<file path="src/rtl/air_quality_sensor_reader_if.sv">
// Purpose: bundles the 3-wire sensor link and the averaged-reading outputs of the air-quality front-end.
// Latency: none, wiring only.
// Backpressure: none; the reader drives the link and the outputs are strobes and levels.
interface air_quality_sensor_reader_if;
  logic       sensor_miso;
  logic       sensor_cs_n;
  logic       sensor_sclk;
  logic [7:0] air_quality;
  logic       sample_valid;
  logic       sensor_error;
  logic       sensor_fault;

  // Reader side: drives chip select, serial clock and the result outputs.
  modport master (
    input  sensor_miso,
    output sensor_cs_n, sensor_sclk, air_quality, sample_valid, sensor_error, sensor_fault
  );

  // Sensor/consumer side: drives the data line and observes everything else.
  modport slave (
    output sensor_miso,
    input  sensor_cs_n, sensor_sclk, air_quality, sample_valid, sensor_error, sensor_fault
  );
endinterface

</file>
<file path="src/rtl/air_quality_sensor_reader.sv">
// Purpose: periodic 9-bit serial sensor read, parity check, moving average over 2^AVG_LOG2 samples, fault flag.
// Latency: 0 cycles from cs_n rising to the air_quality/strobe update (same clk edge).
// Backpressure: none; strobes are single-cycle and must be consumed when they occur.
module air_quality_sensor_reader #(
  parameter int CLK_DIV       = 4,
  parameter int SAMPLE_PERIOD = 1000,
  parameter int AVG_LOG2      = 2,
  parameter int ERR_LIMIT     = 3
) (
  input  logic                          clk,
  input  logic                          rst,
  air_quality_sensor_reader_if.master   bus
);

  localparam int DEPTH = 1 << AVG_LOG2;
  localparam int SW    = 8 + AVG_LOG2;
  localparam int DW    = (CLK_DIV > 1) ? $clog2(CLK_DIV) : 1;
  localparam int PW    = (SAMPLE_PERIOD > 1) ? $clog2(SAMPLE_PERIOD) : 1;
  localparam int EW    = $clog2(ERR_LIMIT + 1);

  localparam logic [DW-1:0] DIV_LAST = DW'(CLK_DIV - 1);
  localparam logic [PW-1:0] PER_LAST = PW'(SAMPLE_PERIOD - 1);
  localparam logic [EW-1:0] ERR_MAX  = EW'(ERR_LIMIT);
  localparam logic [3:0]    BIT_LAST = 4'd8;

  typedef enum logic [1:0] {
    IDLE,
    SELECT,
    SHIFT
  } state_t;

  state_t        state, state_n;
  logic [DW-1:0] div_cnt, div_n;
  logic [3:0]    bit_cnt, bit_n;
  logic          high_q, high_n;
  logic          rise;
  logic          frame_done;

  logic [PW-1:0] period_cnt;
  logic [8:0]    frame_sr;
  logic [7:0]    hist [DEPTH];
  logic [SW-1:0] sum;
  logic [EW-1:0] err_cnt;

  logic          cs_n_q;
  logic          sclk_q;
  logic [7:0]    aq_q;
  logic          valid_q;
  logic          error_q;
  logic          fault_q;

  logic [7:0]    sample;
  logic          frame_good;
  logic [SW-1:0] new_sum;
  logic [EW-1:0] err_inc;

  // Data bits sit above the parity bit; even parity means the whole frame XORs to zero.
  assign sample     = frame_sr[8:1];
  assign frame_good = ~^frame_sr;
  // The sum holds 2^AVG_LOG2 bytes exactly, so dropping the oldest before adding cannot overflow.
  assign new_sum    = sum - SW'(hist[DEPTH-1]) + SW'(sample);
  assign err_inc    = (err_cnt == ERR_MAX) ? err_cnt : err_cnt + EW'(1);

  assign bus.sensor_cs_n  = cs_n_q;
  assign bus.sensor_sclk  = sclk_q;
  assign bus.air_quality  = aq_q;
  assign bus.sample_valid = valid_q;
  assign bus.sensor_error = error_q;
  assign bus.sensor_fault = fault_q;

  // Free-running conversion timer; never held off by an active frame.
  always_ff @(posedge clk) begin
    if (rst) begin
      period_cnt <= '0;
    end else if (period_cnt == PER_LAST) begin
      period_cnt <= '0;
    end else begin
      period_cnt <= period_cnt + PW'(1);
    end
  end

  // FSM state, slot counters and the registered link pins (decoded from next state so they are glitch-free).
  always_ff @(posedge clk) begin
    if (rst) begin
      state   <= IDLE;
      div_cnt <= '0;
      bit_cnt <= '0;
      high_q  <= 1'b0;
      cs_n_q  <= 1'b1;
      sclk_q  <= 1'b0;
    end else begin
      state   <= state_n;
      div_cnt <= div_n;
      bit_cnt <= bit_n;
      high_q  <= high_n;
      cs_n_q  <= (state_n == IDLE);
      sclk_q  <= high_n;
    end
  end

  // Next-state: SELECT settles cs_n for one divider period, then 9 low/high sclk slots.
  always_comb begin
    state_n    = state;
    div_n      = div_cnt;
    bit_n      = bit_cnt;
    high_n     = high_q;
    rise       = 1'b0;
    frame_done = 1'b0;
    case (state)
      IDLE: begin
        high_n = 1'b0;
        if (period_cnt == PER_LAST) begin
          state_n = SELECT;
          div_n   = '0;
        end
      end
      SELECT: begin
        if (div_cnt == DIV_LAST) begin
          state_n = SHIFT;
          div_n   = '0;
          bit_n   = '0;
          high_n  = 1'b0;
        end else begin
          div_n = div_cnt + DW'(1);
        end
      end
      SHIFT: begin
        if (div_cnt == DIV_LAST) begin
          div_n = '0;
          if (!high_q) begin
            high_n = 1'b1;
            rise   = 1'b1;
          end else if (bit_cnt == BIT_LAST) begin
            state_n    = IDLE;
            high_n     = 1'b0;
            frame_done = 1'b1;
          end else begin
            high_n = 1'b0;
            bit_n  = bit_cnt + 4'd1;
          end
        end else begin
          div_n = div_cnt + DW'(1);
        end
      end
      default: begin
        state_n = IDLE;
        high_n  = 1'b0;
      end
    endcase
  end

  // Capture on sclk rising; at frame end either fold a good sample into the average or count an error.
  always_ff @(posedge clk) begin
    if (rst) begin
      frame_sr <= '0;
      sum      <= '0;
      err_cnt  <= '0;
      aq_q     <= '0;
      valid_q  <= 1'b0;
      error_q  <= 1'b0;
      fault_q  <= 1'b0;
      for (int i = 0; i < DEPTH; i++) begin
        hist[i] <= '0;
      end
    end else begin
      valid_q <= 1'b0;
      error_q <= 1'b0;
      if (rise) begin
        frame_sr <= {frame_sr[7:0], bus.sensor_miso};
      end
      if (frame_done) begin
        if (frame_good) begin
          for (int i = DEPTH - 1; i > 0; i--) begin
            hist[i] <= hist[i-1];
          end
          hist[0] <= sample;
          sum     <= new_sum;
          aq_q    <= new_sum[SW-1:AVG_LOG2];
          valid_q <= 1'b1;
          err_cnt <= '0;
          fault_q <= 1'b0;
        end else begin
          error_q <= 1'b1;
          err_cnt <= err_inc;
          fault_q <= (err_inc == ERR_MAX);
        end
      end
    end
  end

endmodule

</file>
<file path="src/flat_wrapper.sv">
// flat-port wrapper written by rule: the top's interface ports become plain ports
module air_quality_sensor_reader_flat 
#(
  parameter int CLK_DIV       = 4,
  parameter int SAMPLE_PERIOD = 1000,
  parameter int AVG_LOG2      = 2,
  parameter int ERR_LIMIT     = 3
)
  (clk, rst, bus_sensor_miso, bus_sensor_cs_n, bus_sensor_sclk, bus_air_quality, bus_sample_valid, bus_sensor_error, bus_sensor_fault);
  air_quality_sensor_reader_if bus_i ();
  input  logic clk;
  input  logic rst;
  input wire logic [$bits(bus_i.sensor_miso)-1:0] bus_sensor_miso;
  output wire logic [$bits(bus_i.sensor_cs_n)-1:0] bus_sensor_cs_n;
  output wire logic [$bits(bus_i.sensor_sclk)-1:0] bus_sensor_sclk;
  output wire logic [$bits(bus_i.air_quality)-1:0] bus_air_quality;
  output wire logic [$bits(bus_i.sample_valid)-1:0] bus_sample_valid;
  output wire logic [$bits(bus_i.sensor_error)-1:0] bus_sensor_error;
  output wire logic [$bits(bus_i.sensor_fault)-1:0] bus_sensor_fault;
  assign bus_i.sensor_miso = bus_sensor_miso;
  assign bus_sensor_cs_n = bus_i.sensor_cs_n;
  assign bus_sensor_sclk = bus_i.sensor_sclk;
  assign bus_air_quality = bus_i.air_quality;
  assign bus_sample_valid = bus_i.sample_valid;
  assign bus_sensor_error = bus_i.sensor_error;
  assign bus_sensor_fault = bus_i.sensor_fault;
  air_quality_sensor_reader #(.CLK_DIV(CLK_DIV), .SAMPLE_PERIOD(SAMPLE_PERIOD), .AVG_LOG2(AVG_LOG2), .ERR_LIMIT(ERR_LIMIT)) u_core (.clk(clk), .rst(rst), .bus(bus_i));
endmodule
</file>
<file path="config.mk">
export PLATFORM = sky130hd
export DESIGN_NAME = air_quality_sensor_reader_flat
export DESIGN_NICKNAME = d
export VERILOG_FILES = /design/src/rtl/air_quality_sensor_reader_if.sv /design/src/rtl/air_quality_sensor_reader.sv /design/src/flat_wrapper.sv
export SDC_FILE = /design/constraint.sdc
export NUM_CORES = 1
export LEC_CHECK = 0
export CORE_MARGIN = 1
export CORE_UTILIZATION = 60
export DETAILED_ROUTE_END_ITERATION = 8
export PLACE_DENSITY = 0.76
export SLEW_MARGIN = 10
export SYNTH_ARGS = -nofsm -noshare
export SYNTH_HDL_FRONTEND = slang
export SYNTH_SLANG_ARGS = --single-unit
</file>
<file path="constraint.sdc">
create_clock -name clk -period 4.81 [get_ports clk]
set_input_delay 0.7215 -clock clk [delete_from_list [all_inputs] [get_ports clk]]
set_output_delay 0.7215 -clock clk [all_outputs]
set_load 0.05 [all_outputs]
</file>
==> impl_metrics.env, run 1 <==
export IMPL_crit_path_cell_trace="inv_1, fa_1, inv_1, ha_1, and3_1, a2bb2oi_1, nor3_1, or3_1, a21oi_1, mux2_1"
export IMPL_drt_pass1_iter_count=5
export IMPL_synth_yosys_warnings=0
export IMPL_ir_drop_uv=260.9
export IMPL_r2r_start="u_core.frame_sr[5]$_SDFFE_PP0P_"
export IMPL_timing_worst_setup_path_type="reg2reg"
export IMPL_cts_post_setup_buffers_inserted=0
export IMPL_ant_nets=0
export IMPL_count_of_maximum_capacitance_violations=0
export IMPL_post_drt_wl_per_cell_um=12.73
export IMPL_n_antenna_cell=0
export IMPL_max_slew_margin_rel_pct=39.34
export IMPL_die_area_um2=6482
export IMPL_setup_worst_path_end_class="flip-flop"
export IMPL_chipHeight_um=80.51
export IMPL_area_growth_pct=11.16
export IMPL_number_of_enable_type_register_cells_in_the_synthesized_netlist=32
export IMPL_drtIter0Drc=120
export IMPL_timing_worst_slew_pin_value_ns=0.9071
export IMPL_hold_slack_ns=0.4485
export IMPL_worstPathMaxFanout=4
export IMPL_cts_root_buf="clkbuf_8"
export IMPL_globalRouteOverflowTotal=0
export IMPL_fin_total_pwr_mw=1.331
export IMPL_ys_seq_elements=76
export IMPL_ys_seq_area_share_pct=49.80
export IMPL_drv_slew=0
export IMPL_rr_endpoint="u_core.sum[9]$_SDFFE_PP0P_"
export IMPL_final_routed_wirelength_across_all_metal_layers_mm=5.717
export IMPL_mappedNetlistArea_um2=3699
export IMPL_layout_min_cycle_time_ns=2.921
export IMPL_hold_depth=1
export IMPL_groute_layer_met3_usage_pct=4.318
export IMPL_grt_total_usage_pct=20.16
export IMPL_grt_met2_usage_pct=33.81
export IMPL_post_synth_top_count_cell="dfxtp_1"
export IMPL_cp_required_ns=5.04
export IMPL_cts_tree="done"
export IMPL_fmaxAchievable_ghz=0.3424
export IMPL_nFillCells=463
export IMPL_cp_start_kind="flip-flop"
export IMPL_run_status="complete, no violations"
export IMPL_drive_above_1_share_pct=5.615
export IMPL_place_detailed_instances=433
export IMPL_synth_top_cells_by_area="edfxtp_1 26%, dfxtp_1 24%, ha_1 6.1%"
export IMPL_std_cell_rows=28
export IMPL_final_setup_skew_ns=0.004886
export IMPL_grt_antenna_before_repair=0
export IMPL_setup_viol_count_final=0
export IMPL_cts_buffer_depth=2
export IMPL_critPathSlowestCell="fa_1"
export IMPL_cts_hold_repair_buffers=0
export IMPL_holdPathEnd="u_core.period_cnt[0]$_SDFF_PP0_"
export IMPL_grt_max_degree=42
export IMPL_worstRegToRegCells=10
export IMPL_syn_num_nets=389
export IMPL_period_share_pct=60.73
export IMPL_global_route_wire_length_before_repair_mm=9.708
export IMPL_path_class_of_the_lowest_slack_min_delay_path="reg2reg"
export IMPL_clkSlewWorstSetupHoldPaths_ns=0.07
export IMPL_synth_flop_cell="dfxtp_1"
export IMPL_synth_commonest_cells="44 x dfxtp_1, 40 x inv_1, 37 x nor2_1"
export IMPL_vias=2376
export IMPL_avgSynthCellArea_um2=10.27
export IMPL_synthArstFlopShare_pct=0
export IMPL_portBuffers=15
export IMPL_io_pins=16
export IMPL_finalSetupTns_ns=0
export IMPL_p_leak_nw=1.642
export IMPL_final_net_count=398
export IMPL_yosys_area_top_type_share_pct=25.98
export IMPL_drcViolationCount=0
export IMPL_timing_final_hold_violations=0
export IMPL_gr_usage_met1_pct=23.77
export IMPL_final_cell_count_no_fill=449
export IMPL_avgViaCountPerCell=5.292
export IMPL_initial_core_util_pct=62.47
export IMPL_numClockSinks=76
export IMPL_gp_routability_congestion=0.8245
export IMPL_unrepaired_setup_endpoints_after_global_routing="no"
export IMPL_holdCritStartpoint="u_core.period_cnt[0]$_SDFF_PP0_"
export IMPL_hpwlAfterDp_mm=3.927
export IMPL_h_tree_depth=3
export IMPL_reg2reg_slack_ns=1.89
export IMPL_first_global_vias=2284
export IMPL_p_per_area_nw_per_um2=323.7
export IMPL_timing_critical_path_arrival_ns=3.15
export IMPL_chipWidth_um=80.51
export IMPL_synth_top_area_cell="edfxtp_1"
export IMPL_slowest_delay_ns=0.50
export IMPL_globalRoute_busiestLayer="met2"
export IMPL_number_of_standard_cells_after_synthesis=360
export IMPL_clock_insertion_delay_worst_skew_ns=0.34
export IMPL_cts_made_buffers=9
export IMPL_post_synth_num_cell_types=48
export IMPL_postCtsResizedCells=0
export IMPL_core_area_um2=5921
export IMPL_cp_common_cell="inv_1"
-- metal layers --
metal	share of wire [%]	wire (um)
met1	48	2751
met2	47	2701
met3	2.3	132
met4	2.3	131
met5	0	0
-- metrics by stage --
step	instance area [um2]	worst slack, ns	util, %
3_5_place_dp	3851	1.781	65.05
4_1_cts	4111	1.883	69.44
3_3_place_gp	3851	1.834	65.05
5_1_grt	4111	1.750	69.44
6_report	4111	1.889	69.44
2_1_floorplan	3699	2.177	-
-- final cells by class --
class / instances / area [um2] / area share, %
flip-flops and latches: 76 / 1842 / 44.80
multi-input cells: 225 / 1604 / 39.01
clock buffers: 13 / 170.2 / 4.139
repair buffers: 16 / 157.7 / 3.834
inverters: 41 / 153.9 / 3.743
well taps: 75 / 93.84 / 2.282
clock inverters: 3 / 90.09 / 2.191
-- layout by cell type, fill, tap and decap left out, drive strengths merged, types with 2 or more instances in the layout --
cell,synthesis,routed
nor2,37,37
nand3,4,4
nor4,2,2
a32oi,2,2
clkdlybuf4s50,0,15
inv,41,41
nor3,3,3
nand2,14,14
nand2b,3,3
bufinv,0,3
nor2b,2,2
mux2i,3,3
a22o,3,3
nand4,4,4
nor3b,3,3
or3,4,4
ha,18,18
xnor2,14,14
o21ai,15,15
dfxtp,44,44
clkbuf,5,13
edfxtp,32,32
a21oi,23,23
and2,32,32
fa,8,8
xor2,9,9
a21o,4,4
and3,4,4
-- where the power goes --
| part | internal, mW | leakage [nW] | switching, mW | total, mW |
|---|---|---|---|---|
| Combinational | 0.0119 | 0.828 | 0.0217 | 0.0336 |
| Sequential | 0.681 | 0.685 | 0.00370 | 0.685 |
| Clock | 0.391 | 0.129 | 0.222 | 0.613 |
-- worst max-delay path, delay by kind of cell, from the launching register on --
family          cells  cell delay [ns]
flops               1             0.39
fa+ha+maj           2             0.82
simple gates        3             0.65
buf+inv             2             0.15
mux                 1             0.34
compound gates      2             0.47
-- cell families after synthesis --
kind of cell             after synthesis  synth area share (%)
flip-flops                            76                 49.80
AND/OR/NAND/NOR                      117                 16.58
multiplexers                           4                 1.116
adder cells (fa/ha/maj)               26                 10.42
buffers and inverters                 59                 7.002
XOR/XNOR                              24                 6.259
AO/OA/AOI/OAI                         54                 8.830
-- sequential cells by signal (all words and copies together), names as in the netlist, 2 cells and up --
| signal | cells |
|---|---|
| u_core.sum | 3 |
| u_core.state | 2 |
| u_core.bus.air_quality | 7 |
| u_core.bit_cnt | 4 |
| u_core.err_cnt | 2 |
| u_core.period_cnt | 10 |
| u_core.frame_sr | 9 |
| u_core.div_cnt | 2 |
| u_core.hist | 32 |
-- worst max-delay path by stage --
stage,from,to,slack [ns],cells after the start
2_1_floorplan,u_core.frame_sr[4]$_SDFFE_PP0P_,u_core.sum[9]$_SDFFE_PP0P_,2.18,10
3_3_place_gp,rst,u_core.hist[1][1]$_SDFFCE_PN0P_,1.83,3
3_5_place_dp,rst,u_core.hist[3][2]$_SDFFCE_PN0P_,1.78,3
4_1_cts,u_core.frame_sr[5]$_SDFFE_PP0P_,u_core.sum[9]$_SDFFE_PP0P_,1.88,10
5_1_grt,u_core.frame_sr[3]$_SDFFE_PP0P_,u_core.sum[9]$_SDFFE_PP0P_,1.75,10
6_report,u_core.frame_sr[5]$_SDFFE_PP0P_,u_core.sum[9]$_SDFFE_PP0P_,1.89,10
Note: power is estimated with default switching activity, not from simulation.
==> inputs of run 2 (changes only) <==
--- a/config.mk
+++ b/config.mk
@@ -6,9 +6,9 @@
 export NUM_CORES = 1
 export LEC_CHECK = 0
 export CORE_MARGIN = 1
-export CORE_UTILIZATION = 60
+export CORE_UTILIZATION = 54
 export DETAILED_ROUTE_END_ITERATION = 8
-export PLACE_DENSITY = 0.76
+export PLACE_DENSITY = 0.72
 export SLEW_MARGIN = 10
 export SYNTH_ARGS = -nofsm -noshare
 export SYNTH_HDL_FRONTEND = slang
==> constraint.sdc (replaced) <==
create_clock -name clk -period 2.64 [get_ports clk]
set_input_delay 0.396 -clock clk [delete_from_list [all_inputs] [get_ports clk]]
set_output_delay 0.396 -clock clk [all_outputs]
set_load 0.05 [all_outputs]
==> impl_metrics.env, run 2 (synthesis results as in run 1) <==
export IMPL_run_status="finished, violations left"
export IMPL_failed_checks="DRC, setup timing"
export IMPL_setup_viol_count_final=1
export IMPL_timing_final_hold_violations=0
export IMPL_clock_insertion_delay_worst_skew_ns=0.35
export IMPL_count_of_maximum_capacitance_violations=0
export IMPL_setup_worst_path_end_class="flip-flop"
export IMPL_timing_worst_slew_pin_value_ns=0.9337
export IMPL_p_per_area_nw_per_um2=503.1
export IMPL_worstPathMaxFanout=2
export IMPL_gp_routability_congestion=0.8430
export IMPL_cts_made_buffers=9
export IMPL_timing_critical_path_arrival_ns=2.91
export IMPL_ir_drop_uv=316.3
export IMPL_cts_hold_repair_buffers=0
export IMPL_post_drt_wl_per_cell_um=13.62
export IMPL_final_net_count=427
export IMPL_n_antenna_cell=0
export IMPL_final_cell_count_no_fill=480
export IMPL_cts_tree="done"
export IMPL_chipWidth_um=84.76
export IMPL_ant_nets=0
export IMPL_die_area_um2=7184
export IMPL_timing_worst_setup_path_type="reg2reg"
export IMPL_max_flop_register="u_core.hist"
export IMPL_drv_slew=0
export IMPL_core_area_um2=6495
export IMPL_vias=2519
export IMPL_globalRouteOverflowTotal=0
export IMPL_max_slew_margin_rel_pct=37.48
export IMPL_worst_setup_slack_post_dpl_ns=-0.1632
export IMPL_initial_core_util_pct=56.94
export IMPL_clkSlewWorstSetupHoldPaths_ns=0.08
export IMPL_numClockSinks=76
export IMPL_mostFrequentLayoutCells="40 x dfxtp_1, 39 x inv_1, 37 x nor2_1"
export IMPL_drtIter0Drc=145
export IMPL_fin_total_pwr_mw=2.208
export IMPL_layout_min_cycle_time_ns=2.670
export IMPL_std_cell_rows=29
export IMPL_nFillCells=517
export IMPL_p_leak_nw=1.757
export IMPL_final_setup_skew_ns=0.009665
export IMPL_place_detailed_instances=460
export IMPL_cp_start_kind="flip-flop"
export IMPL_first_global_vias=2392
export IMPL_layout_cells_most_common="dfxtp_1"
export IMPL_cp_required_ns=2.88
export IMPL_flip_flop_count_of_the_largest_register_after_layout=32
export IMPL_layout_top_registers="u_core.hist x32, u_core.period_cnt x10, u_core.frame_sr x9"
export IMPL_drive_above_1_share_pct=16.87
export IMPL_avgViaCountPerCell=5.248
export IMPL_grt_total_usage_pct=18.96
export IMPL_hold_slack_ns=0.4528
export IMPL_hpwlAfterDp_mm=4.096
export IMPL_setup_ws_final_ns=-0.02972
export IMPL_global_route_wire_length_before_repair_mm=10.56
export IMPL_chipHeight_um=84.76
export IMPL_fmaxAchievable_ghz=0.3746
export IMPL_period_share_pct=101.1
export IMPL_io_pins=16
export IMPL_cts_root_buf="clkbuf_8"
export IMPL_drt_pass1_iter_count=6
export IMPL_final_util_pct=67.56
export IMPL_grt_antenna_before_repair=0
export IMPL_path_class_of_the_lowest_slack_min_delay_path="reg2reg"
export IMPL_grt_max_degree=42
export IMPL_unrepaired_setup_endpoints_after_global_routing="yes"
export IMPL_reg2reg_slack_ns=-0.03
export IMPL_area_growth_pct=18.64
export IMPL_portBuffers=15
export IMPL_h_tree_depth=3
export IMPL_final_routed_wirelength_across_all_metal_layers_mm=6.537
export IMPL_drcViolationCount=1
export IMPL_cts_buffer_depth=2
-- run 2: worst paths after layout --
check / start / endpoint / cells after the start
max: u_core.hist[3][1]$_SDFFCE_PN0P_ / u_core.sum[9]$_SDFFE_PP0P_ / 9
min: u_core.period_cnt[0]$_SDFF_PP0_ / u_core.period_cnt[0]$_SDFF_PP0_ / 1
max reg2reg: u_core.hist[3][1]$_SDFFCE_PN0P_ / u_core.sum[9]$_SDFFE_PP0P_ / 9
min reg2reg: u_core.period_cnt[0]$_SDFF_PP0_ / u_core.period_cnt[0]$_SDFF_PP0_ / 1
-- run 2: routing by layer --
layer	vias to the layer above	track usage, %	part of all wire, %
met4	0	9.399	1.9
met1	1200	24.36	47
li1	1270	-	-
met2	36	30.75	48
met3	13	3.736	2.9
met5	-	0	0
-- run 2: through the flow --
step | instance area, um2 | TNS [ns]
2_1_floorplan | 3699 | 0
3_3_place_gp | 4054 | -0.05675
3_5_place_dp | 4054 | -0.1632
4_1_cts | 4298 | 0
5_1_grt | 4388 | -0.1969
6_report | 4388 | -0.02972
-- run 2: repair_timing --
item                       4_1_cts  5_1_grt
gates cloned                     0        1
resized for setup                9       11
buffers inserted                 0        3
setup endpoints to repair        2       15
pin swaps                        2       10
-- run 2: cell type report --
class,count,area [um2],area share (%)
Multi-Input combinational cell,226,1715,39.09
Inverter,41,153.9,3.507
Clock buffer,12,145.1,3.308
Clock inverter,4,50.05,1.141
Sequential cell,76,1847,42.09
Timing Repair Buffer,44,380.4,8.668
Tap cell,77,96.34,2.196
-- run 2: worst max-delay path: stages (launching register included) --
cell       delay, ns
edfxtp_1        0.41
fa_1            0.56
inv_2           0.05
ha_1            0.28
a21o_1          0.22
a2bb2oi_4       0.15
nor3_2          0.06
or3_1           0.36
a21oi_2         0.17
mux2_4          0.31
-- run 2: power breakdown --
group | internal [mW] | switching [mW] | leakage [nW]
Clock | 0.462 | 0.416 | 0.0926
Combinational | 0.0352 | 0.0478 | 0.978
Sequential | 1.24 | 0.00691 | 0.687
Total | 1.74 | 0.471 | 1.76
==> inputs of run 3 (changes only) <==
--- a/config.mk
+++ b/config.mk
@@ -5,7 +5,7 @@
 export SDC_FILE = /design/constraint.sdc
 export NUM_CORES = 1
 export LEC_CHECK = 0
-export CORE_MARGIN = 1
+export CORE_MARGIN = 3
 export CORE_UTILIZATION = 54
 export DETAILED_ROUTE_END_ITERATION = 8
 export PLACE_DENSITY = 0.72
==> impl_metrics.env, run 3 (synthesis results as in run 1) <==
export IMPL_detailed_place_area_um2=4054
export IMPL_period_share_pct=98.48
export IMPL_fmaxAchievable_ghz=0.3847
export IMPL_cts_root_buf="clkbuf_8"
export IMPL_hpwlAfterDp_mm=4.200
export IMPL_worst_setup_slack_post_dpl_ns=-0.1437
export IMPL_globalRouteOverflowTotal=0
export IMPL_initial_core_util_pct=56.94
export IMPL_area_growth_pct=18.61
export IMPL_final_net_count=428
export IMPL_startpoint_of_the_worst_setup_timing_path="u_core.bus.air_quality[1]$_SDFFE_PP0P_"
export IMPL_chipHeight_um=88.76
export IMPL_final_setup_skew_ns=0.01198
export IMPL_io_pins=16
export IMPL_drv_slew=0
export IMPL_chipWidth_um=88.76
export IMPL_layout_min_cycle_time_ns=2.600
export IMPL_max_slew_margin_rel_pct=33.24
export IMPL_gp_routability_congestion=0.7837
export IMPL_flip_flop_count_of_the_largest_register_after_layout=32
export IMPL_drt_pass1_iter_count=4
export IMPL_ant_nets=0
export IMPL_timing_critical_path_arrival_ns=2.84
export IMPL_path_class_of_the_lowest_slack_min_delay_path="reg2reg"
export IMPL_grt_antenna_before_repair=0
export IMPL_n_antenna_cell=0
export IMPL_finalInstanceArea_um2=4387
export IMPL_cp_common_cell="inv_1"
export IMPL_finalSetupTns_ns=0
export IMPL_p_per_area_nw_per_um2=479.6
export IMPL_drive_above_1_share_pct=21.29
export IMPL_setup_worst_path_end_class="flip-flop"
export IMPL_portBuffers=15
export IMPL_rr_endpoint="u_core.sum[9]$_SDFFE_PP0P_"
export IMPL_cts_made_buffers=9
export IMPL_first_global_vias=2447
export IMPL_drcViolationCount=0
export IMPL_std_cell_rows=29
export IMPL_unrepaired_setup_endpoints_after_global_routing="yes"
export IMPL_clkSlewWorstSetupHoldPaths_ns=0.08
export IMPL_setup_ws_final_ns=0.04025
export IMPL_layout_cells_most_common="nor2_1"
export IMPL_layout_top_registers="u_core.hist x32, u_core.period_cnt x10, u_core.frame_sr x9"
export IMPL_setup_viol_count_final=0
export IMPL_timing_worst_slew_pin_value_ns=0.9970
export IMPL_final_routed_wirelength_across_all_metal_layers_mm=6.667
export IMPL_cp_required_ns=2.88
export IMPL_h_tree_depth=3
export IMPL_critPathSlowestCell="fa_1"
export IMPL_timing_final_hold_violations=0
export IMPL_die_area_um2=7878
export IMPL_drtIter0Drc=129
export IMPL_ir_drop_uv=360.4
export IMPL_p_leak_nw=1.757
export IMPL_r2r_start="u_core.bus.air_quality[1]$_SDFFE_PP0P_"
export IMPL_slowest_delay_ns=0.53
export IMPL_global_route_wire_length_before_repair_mm=10.90
export IMPL_worstRegToRegCells=10
export IMPL_numClockSinks=76
export IMPL_vias=2512
export IMPL_crit_path_cell_trace="inv_1, fa_1, inv_1, ha_4, and3_1, a2bb2oi_2, nor3_2, or3_1, a21oi_2, mux2_1"
export IMPL_clock_insertion_delay_worst_skew_ns=0.35
export IMPL_run_status="complete, no violations"
export IMPL_core_area_um2=6495
export IMPL_reg2reg_slack_ns=0.04
export IMPL_mostFrequentLayoutCells="37 x nor2_1, 32 x inv_1, 32 x and2_1, 32 x dfxtp_1, 32 x edfxtp_1"
export IMPL_worstPathMaxFanout=4
export IMPL_grt_total_usage_pct=17.93
export IMPL_worst_setup_path_endpoint="u_core.sum[9]$_SDFFE_PP0P_"
export IMPL_cts_buffer_depth=2
export IMPL_cts_tree="done"
export IMPL_max_flop_register="u_core.hist"
export IMPL_timing_worst_setup_path_type="reg2reg"
export IMPL_count_of_maximum_capacitance_violations=0
export IMPL_cp_start_kind="flip-flop"
export IMPL_grt_max_degree=40
export IMPL_avgViaCountPerCell=5.222
export IMPL_post_drt_wl_per_cell_um=13.86
run 3: cell types whose count changed in the layout (fill, tap and decap cells not counted), moves of 2 or more:
cell      before  now
inv_2          2    9
clkinv_4       0    2
inv_1         39   32
ha_1          14   12
dfxtp_2        4   12
dfxtp_1       40   32
run 3: how the worst min path moves through the flow:
stage                               startpoint                              end  slack [ns]  depth (start not counted)
6_report       u_core.period_cnt[0]$_SDFF_PP0_  u_core.period_cnt[0]$_SDFF_PP0_        0.44                          1
5_1_grt        u_core.period_cnt[0]$_SDFF_PP0_  u_core.period_cnt[0]$_SDFF_PP0_        0.48                          1
2_1_floorplan  u_core.period_cnt[0]$_SDFF_PP0_  u_core.period_cnt[0]$_SDFF_PP0_        0.41                          1
3_3_place_gp   u_core.period_cnt[0]$_SDFF_PP0_  u_core.period_cnt[0]$_SDFF_PP0_        0.42                          1
3_5_place_dp   u_core.period_cnt[0]$_SDFF_PP0_  u_core.period_cnt[0]$_SDFF_PP0_        0.44                          1
4_1_cts        u_core.period_cnt[0]$_SDFF_PP0_  u_core.period_cnt[0]$_SDFF_PP0_        0.45                          1
run 3: power breakdown:
part | switching [mW] | internal, mW
Combinational | 0.0475 | 0.0345
Sequential | 0.00714 | 1.24
Clock | 0.434 | 0.341
Total | 0.488 | 1.62
run 3: worst max-delay path, delay by kind of cell, from the launching register on:
family	cells	cell delay, ns
compound gates	2	0.36
fa+ha+maj	2	0.80
buf+inv	2	0.12
flops	1	0.33
mux	1	0.31
simple gates	3	0.57
run 3: what timing repair did:
item                       4_1_cts  5_1_grt
gates cloned                     0        1
resized for setup                9       27
hold buffers                     0        0
setup endpoints to repair        2       14
pin swaps                        4       13
buffers inserted                 0        4
run 3: metrics by stage:
stage / std cells / hold WS, ns / utilization, % / power [mW]
after floorplan: 360 / 0.4132 / - / 1.319
after global placement: 460 / 0.4243 / 62.42 / 1.345
after detailed placement: 460 / 0.4362 / 62.42 / 1.347
after CTS: 476 / 0.4478 / 65.79 / 2.120
after global routing: 481 / 0.4758 / 67.54 / 2.186
final: 481 / 0.4426 / 67.54 / 2.104
run 3: layout make-up:
| type | instances | area, um2 |
|---|---|---|
| inverters | 41 | 153.9 |
| multi-input cells | 226 | 1722 |
| repair buffers | 45 | 387.9 |
| clock buffers | 10 | 127.6 |
| clock inverters | 6 | 42.54 |
| flip-flops and latches | 76 | 1857 |
| well taps | 77 | 96.34 |
| fillers | 500 | 2108 |
run 3: layer usage:
layer | track usage, % | wire length, um
met4 | 8.929 | 108
met3 | 3.352 | 177
met2 | 29.35 | 3248
met1 | 22.70 | 3133
met5 | 0 | 0
